File: config.mk
export PLATFORM = sky130hd
export DESIGN_NAME = serial_descrambler
export DESIGN_NICKNAME = d
export VERILOG_FILES = /design/src/rtl/serial_descrambler.sv
export SDC_FILE = /design/constraint.sdc
export NUM_CORES = 1
export LEC_CHECK = 0
export CAP_MARGIN = 20
export CORE_MARGIN = 2
export CORE_UTILIZATION = 24
export DETAILED_ROUTE_END_ITERATION = 6
export SYNTH_ARGS = -nofsm -noshare
export SYNTH_HDL_FRONTEND = slang
export SYNTH_SLANG_ARGS = --single-unit
File: constraint.sdc
create_clock -name CLK -period 2.6 [get_ports CLK]
set_clock_uncertainty 0.15 [all_clocks]
set_input_delay 0.26 -clock CLK [delete_from_list [all_inputs] [get_ports CLK]]
set_output_delay 0.26 -clock CLK [all_outputs]
set_load 0.02 [all_outputs]
File: src/rtl/serial_descrambler.sv
// Self-synchronising serial descrambler for G(x) = x^58 + x^39 + 1.
// Lock is acquired by counting received bits. During idle, bit errors are counted and runs of them cause loss of lock.
module serial_descrambler #(
  parameter int LOCK_LEN = 58,
  parameter int ERR_W    = 16,
  parameter int ERR_RUN  = 8
) (
  input  logic             CLK,
  input  logic             reset,
  input  logic             enable,
  input  logic             Bit_In,
  input  logic             resync,
  input  logic             expect_zero,
  output logic             Bit_Out,
  output logic             Bit_Valid,
  output logic             locked,
  output logic [ERR_W-1:0] err_count,
  output logic             err_sat
);

  typedef enum logic {FILL, LOCKED} state_t;

  state_t           r_state, w_state_nx;
  logic [57:0]      r_s;
  logic [7:0]       r_fill, w_fill_nx;
  logic [7:0]       r_run, w_run_nx;
  logic [ERR_W-1:0] w_err_nx;
  logic             w_d;
  logic             w_err_bit;

  assign locked  = (r_state == LOCKED);
  assign err_sat = &err_count;

  always_comb begin
    w_d        = Bit_In ^ r_s[57] ^ r_s[38];
    w_err_bit  = enable && expect_zero && w_d && (r_state == LOCKED) && !resync;
    w_state_nx = r_state;
    w_fill_nx  = r_fill;
    w_run_nx   = r_run;
    w_err_nx   = err_count;
    // resync wins over a coincident loss of lock, so err_count is cleared
    if (resync) begin
      w_state_nx = FILL;
      w_fill_nx  = '0;
      w_run_nx   = '0;
      w_err_nx   = '0;
    end else if (enable) begin
      unique case (r_state)
        FILL: begin
          if (r_fill + 8'd1 == 8'(LOCK_LEN)) begin
            w_state_nx = LOCKED;
            w_fill_nx  = '0;
          end else begin
            w_fill_nx = r_fill + 8'd1;
          end
        end
        LOCKED: begin
          if (w_err_bit) begin
            if (!err_sat) w_err_nx = err_count + ERR_W'(1);
            if (r_run + 8'd1 == 8'(ERR_RUN)) begin
              w_state_nx = FILL;
              w_fill_nx  = '0;
              w_run_nx   = '0;
            end else begin
              w_run_nx = r_run + 8'd1;
            end
          end else begin
            w_run_nx = '0;
          end
        end
      endcase
    end
  end

  always_ff @(posedge CLK) begin
    if (reset) begin
      r_state   <= FILL;
      r_s       <= '0;
      r_fill    <= '0;
      r_run     <= '0;
      err_count <= '0;
      Bit_Out   <= 1'b0;
      Bit_Valid <= 1'b0;
    end else begin
      r_state   <= w_state_nx;
      r_fill    <= w_fill_nx;
      r_run     <= w_run_nx;
      err_count <= w_err_nx;
      Bit_Valid <= enable;
      if (enable) begin
        // history holds received line bits, which keeps the descrambler self-synchronising
        r_s     <= {r_s[56:0], Bit_In};
        Bit_Out <= w_d;
      end
    end
  end

endmodule

# Yosys cells after proc, flatten, opt, wreduce, memory -nomap -nowiden
# Index checks and enable logic that the tools add are counted.
# word_totals
regBits,93
output_inout_bits,20
word_cells,38
# op_classes
n_addsub,3
n_bitwise,4
reduce_logical,10
eq_ne,4
mux,10
# op_table
operator,n
$mux W8,5
$add A16 B1 Y16 const B,1
$add A8 B1 Y8 const B,2
$pmux W8 S2,1
$reduce_and A16 Y1,1
$eq A8 B4 Y1 const B,1
$eq A8 B6 Y1 const B,1
$logic_and A1 B1 Y1,4
$ne A2 B1 Y1 const B,2
$reduce_and A4 Y1,1
$mux W1,3
$reduce_and A3 Y1,1
$not A1 Y1,2
$pmux W1 S2,1
$reduce_and A2 Y1,1
$reduce_or A2 Y1,1
$xor A1 B1 Y1,2
$logic_not A1 Y1,1

# Depth between registers and ports, before layout
# depth
depth_word,7
depth_mapped,10

# Least setup slack after synthesis
# No wires, ideal clock.
# synth_path
path_kind,reg2reg
from,register r_run[0]
to,register r_fill[1]
arrival_time_ns,1.858
n_path_buf,1
setup_time_ns,0.123
stages_incl_launch_ff,8
path_slack_ns,0.469
cell_sequence,dfxtp_1 ha_1 and3_1 and2_1 a32o_1 a31o_2 buf_6 mux2_1
# synth_via
elab_chain_cells,4
# synth_rtl
item,line_no,text
from (decl),26,"logic [7:0] r_run, w_run_nx;"
from (signal assigned),87,r_run <= w_run_nx;
$add A8 B1 Y8,60,if (r_run + 8'd1 == 8'(ERR_RUN)) begin
$eq A8 B4 Y1,60,
$ne A2 B1 Y1 (no line),-,
$reduce_and A3 Y1 (no line),-,
to (signal assigned),86,r_fill <= w_fill_nx;
to (decl),25,"logic [7:0] r_fill, w_fill_nx;"
# No other way between the ends.
# A chain may end at the register's enable or synchronous reset.

# Final worst setup path
# layout_path
from,register err_count[4]
to,output port err_sat
# layout_via
elab_chain_cells,1
# layout_rtl
item,line_no,text
from (decl),17,"output logic [ERR_W-1:0] err_count,"
from (signal assigned),88,err_count <= w_err_nx;
$reduce_and A16 Y1,32,assign err_sat = &err_count;
to (decl),18,output logic err_sat
# No other way between the ends.

==> results.md <==
* Status: complete, no violations
* Top_reg_cell synth: dfxtp_1
* Commonest non-fill, non-tap cells in the layout: dfxtp_1 (93), nor2_1 (92), mux2i_1 (61), clkdlybuf4s50_1 (22), nand2_1 (19)
* DRC Markers at 0
* Setup bufs post-CTS at 0
* Largest net degree at the start of global routing at 62
* WHS Path Cells at 3
* Final worst path period share at 92.4%
* Yosys reg bits at 93
* H-tree Lvls at 3
* FF-to-FF Start: r_fill[0]$_SDFFE_PP0P_
* Gpl congestion at 0.806
* Vias in the first global route at 2,798
* Post-cts hold buffer count at 0
* Row count at 46
* WL final at 7180 µm
* Crit Path Category: register to primary output
* Hold Startpoint: enable
* Die area at 0.0174 mm²
* Worst-Margin Slew at 673 ps
* Critical Path Slowest Stage Cell: or3_1
* Arr. time, crit path at 1990 ps
* Final Critical Period at 2400 ps
* Yosys warnings at 0
* Most common cell after layout, fill and taps aside: dfxtp_1
* Chip Width at 132 µm
* Drt via density at 4.40
* RSZ-0062 raised after global routing: false
* Avg Cell Area, Syn at 9.37 µm²
* Final core utilization at 29.4%
* Worst hold path type: input pin to register
* Max_slew headroom at 54.7%
* Max stage delay on crit path at 480 ps
* # IOs at 26
* Fmax at 0.416 GHz
* CP max FO at 6
* CTS buffer count at 9
* Syn nets at 431
* Top cells by area, synth: dfxtp_1 (47%), mux2i_1 (16%), nor2_1 (8.8%)
* CTS tree: yes
* Post-synth EDFFs at 0
* Top-area cell type share of the netlist area at 47.3%
* Router iterations before antenna repair at 4
* CTS root buf: clkbuf_16
* Clk_lat worst skew at 340 ps
* Reg2reg setup slack at 250 ps
* WL/cell at 10.9 µm
* Core ar. at 0.0159 mm²
* R2R cell count at 7
* Total Routing Usage GR at 8.80%
* Hold Violations, Final at 0
* Initial antenna violation count at 0
* Worst path required time at 2190 ps
* Share of cells above drive strength 1 at 7.26%
* PortBufs at 25
* Die height at 132 µm
* Initial Util at 24.7%
* First-pass GRT wire length at 12,900 µm
* Post-synthesis sequential area ratio at 47.3%
* Iteration-0 DRC Markers at 137
* Netlist Area Pre-Place at 0.00394 mm²
* Ant diodes at 0
* CTS Sinks at 93
* VDD IR max at 0.312 mV
* Final-report setup violation count at 0
* Hold Crit Endpoint: r_run[6]$_SDFFE_PP0P_
* Cell variety after synth at 50
* Final HPWL DP at 4910 µm
* Worst Path Buf+Inv at 1
* Post-cts resize count at 1
* Post-route ant nets at 0
* Area Overhead vs Synth at 19.1%
* Cells after Synth at 420
* Worst-case clock buffer depth at 2
* Critical-path cell list: nand4_1, or3_1, nor3_1, dlygate4sd2_1
* Fin nets at 447
* Vias at 2,889
* RR Endpoint: r_fill[5]$_SDFFE_PP0P_
* Gr ovfl total at 0
* Cell taking the most area after synthesis: dfxtp_1
* Max-cap check violation count at 0
* Pleak at 1.78 nW
* Clk slew on worst S/H paths at 60 ps
* Startpoint Class: register
* Setup crit end kind: primary output
* Pwr/cell area at 619 mW/mm²
* Max Slew Vio Count at 0
* Final TNS setup at 0 ps
* CP top delay family: simple AND/OR/NAND/NOR gates
* Post-synth ARST share at 0%
stage by stage:
stage	total power [mW]	std cells	worst slack (ps)	cell area (µm²)	hold slack [ps]
floorplan	1.54	420	469	3940	257
global placement	1.57	641	205	4370	321
detailed placement	1.57	641	190	4370	334
CTS	2.95	657	177	4690	272
global route	3.02	657	42.9	4690	339
finish	2.90	657	198	4690	292
sequential cells by signal, indices dropped and copies added (netlist names):
register / flops
Bit_Out: 1
Bit_Valid: 1
err_count: 16
locked: 1
r_fill: 8
r_run: 8
r_s: 58
power breakdown:
group	internal [mW]	switching, mW
clock network	0.809	0.559
registers	1.43	0.00329
logic	0.0395	0.0614
layer usage:
| layer | wire (µm) | global-route usage [%] |
|---|---|---|
| met2 | 3400 | 14.3 |
| met5 | 0 | 0 |
| met3 | 141 | 2.08 |
| met4 | 142 | 4.41 |
| met1 | 3500 | 10.9 |
cell type report:
type	count	area (µm²)
Multi-Input combinational cell	297	1930
Sequential cell	93	1860
Timing Repair Buffer	32	294
Clock buffer	11	253
Tap cell	216	270
Inverter	3	11.3
Fill cell	1669	11300
Clock inverter	5	63.8
cells in the mapped netlist, types with 2 or more instances:
master     n
buf_6      3
a21o_1     2
clkbuf_1  22
nand3_1   12
and4_1     2
a22o_1     3
a311oi_1   4
a22oi_1    3
and3_1     5
and2_1     2
o211ai_1   2
xnor2_1    7
a21oi_1   11
nor3_1     5
nor2_1    92
nand4_1    4
o21ai_0   13
nand2_1   19
inv_1      3
ha_1       5
or3_1      7
dfxtp_1   93
xor2_1     7
or2_2      3
o22ai_1    2
a31oi_1    2
nand2b_1   2
nor2b_1    2
nor4_1     2
mux2i_1   61
worst max path at each step:
| stage | start | endpoint | slack [ps] | depth (start not counted) |
|---|---|---|---|---|
| finish | err_count[4]$_SDFFE_PP0P_ | err_sat | 200 | 4 |
| global route | err_count[4]$_SDFFE_PP0P_ | err_sat | 40 | 4 |
| CTS | err_count[4]$_SDFFE_PP0P_ | err_sat | 180 | 4 |
| detailed placement | Bit_In | err_count[6]$_SDFFE_PP0P_ | 190 | 7 |
| global placement | Bit_In | err_count[6]$_SDFFE_PP0P_ | 200 | 7 |
| floorplan | r_run[0]$_SDFFE_PP0P_ | r_fill[1]$_SDFFE_PP0P_ | 470 | 7 |
cell families after synthesis:
group           after synthesis  share of synthesized area [%]
compound gates               52                           9.13
flops                        93                           47.3
buf+inv                      30                           3.56
simple gates                163                           18.9
xor+xnor                     15                           3.75
fa+ha+maj                     5                           1.59
mux                          62                           15.8
worst min-delay path: cells and delay by family:
family | cells | cell delay, ps
simple gates | 1 | 260
buf+inv | 1 | 90
compound gates | 1 | 120
(Power assumes the default switching activity.)
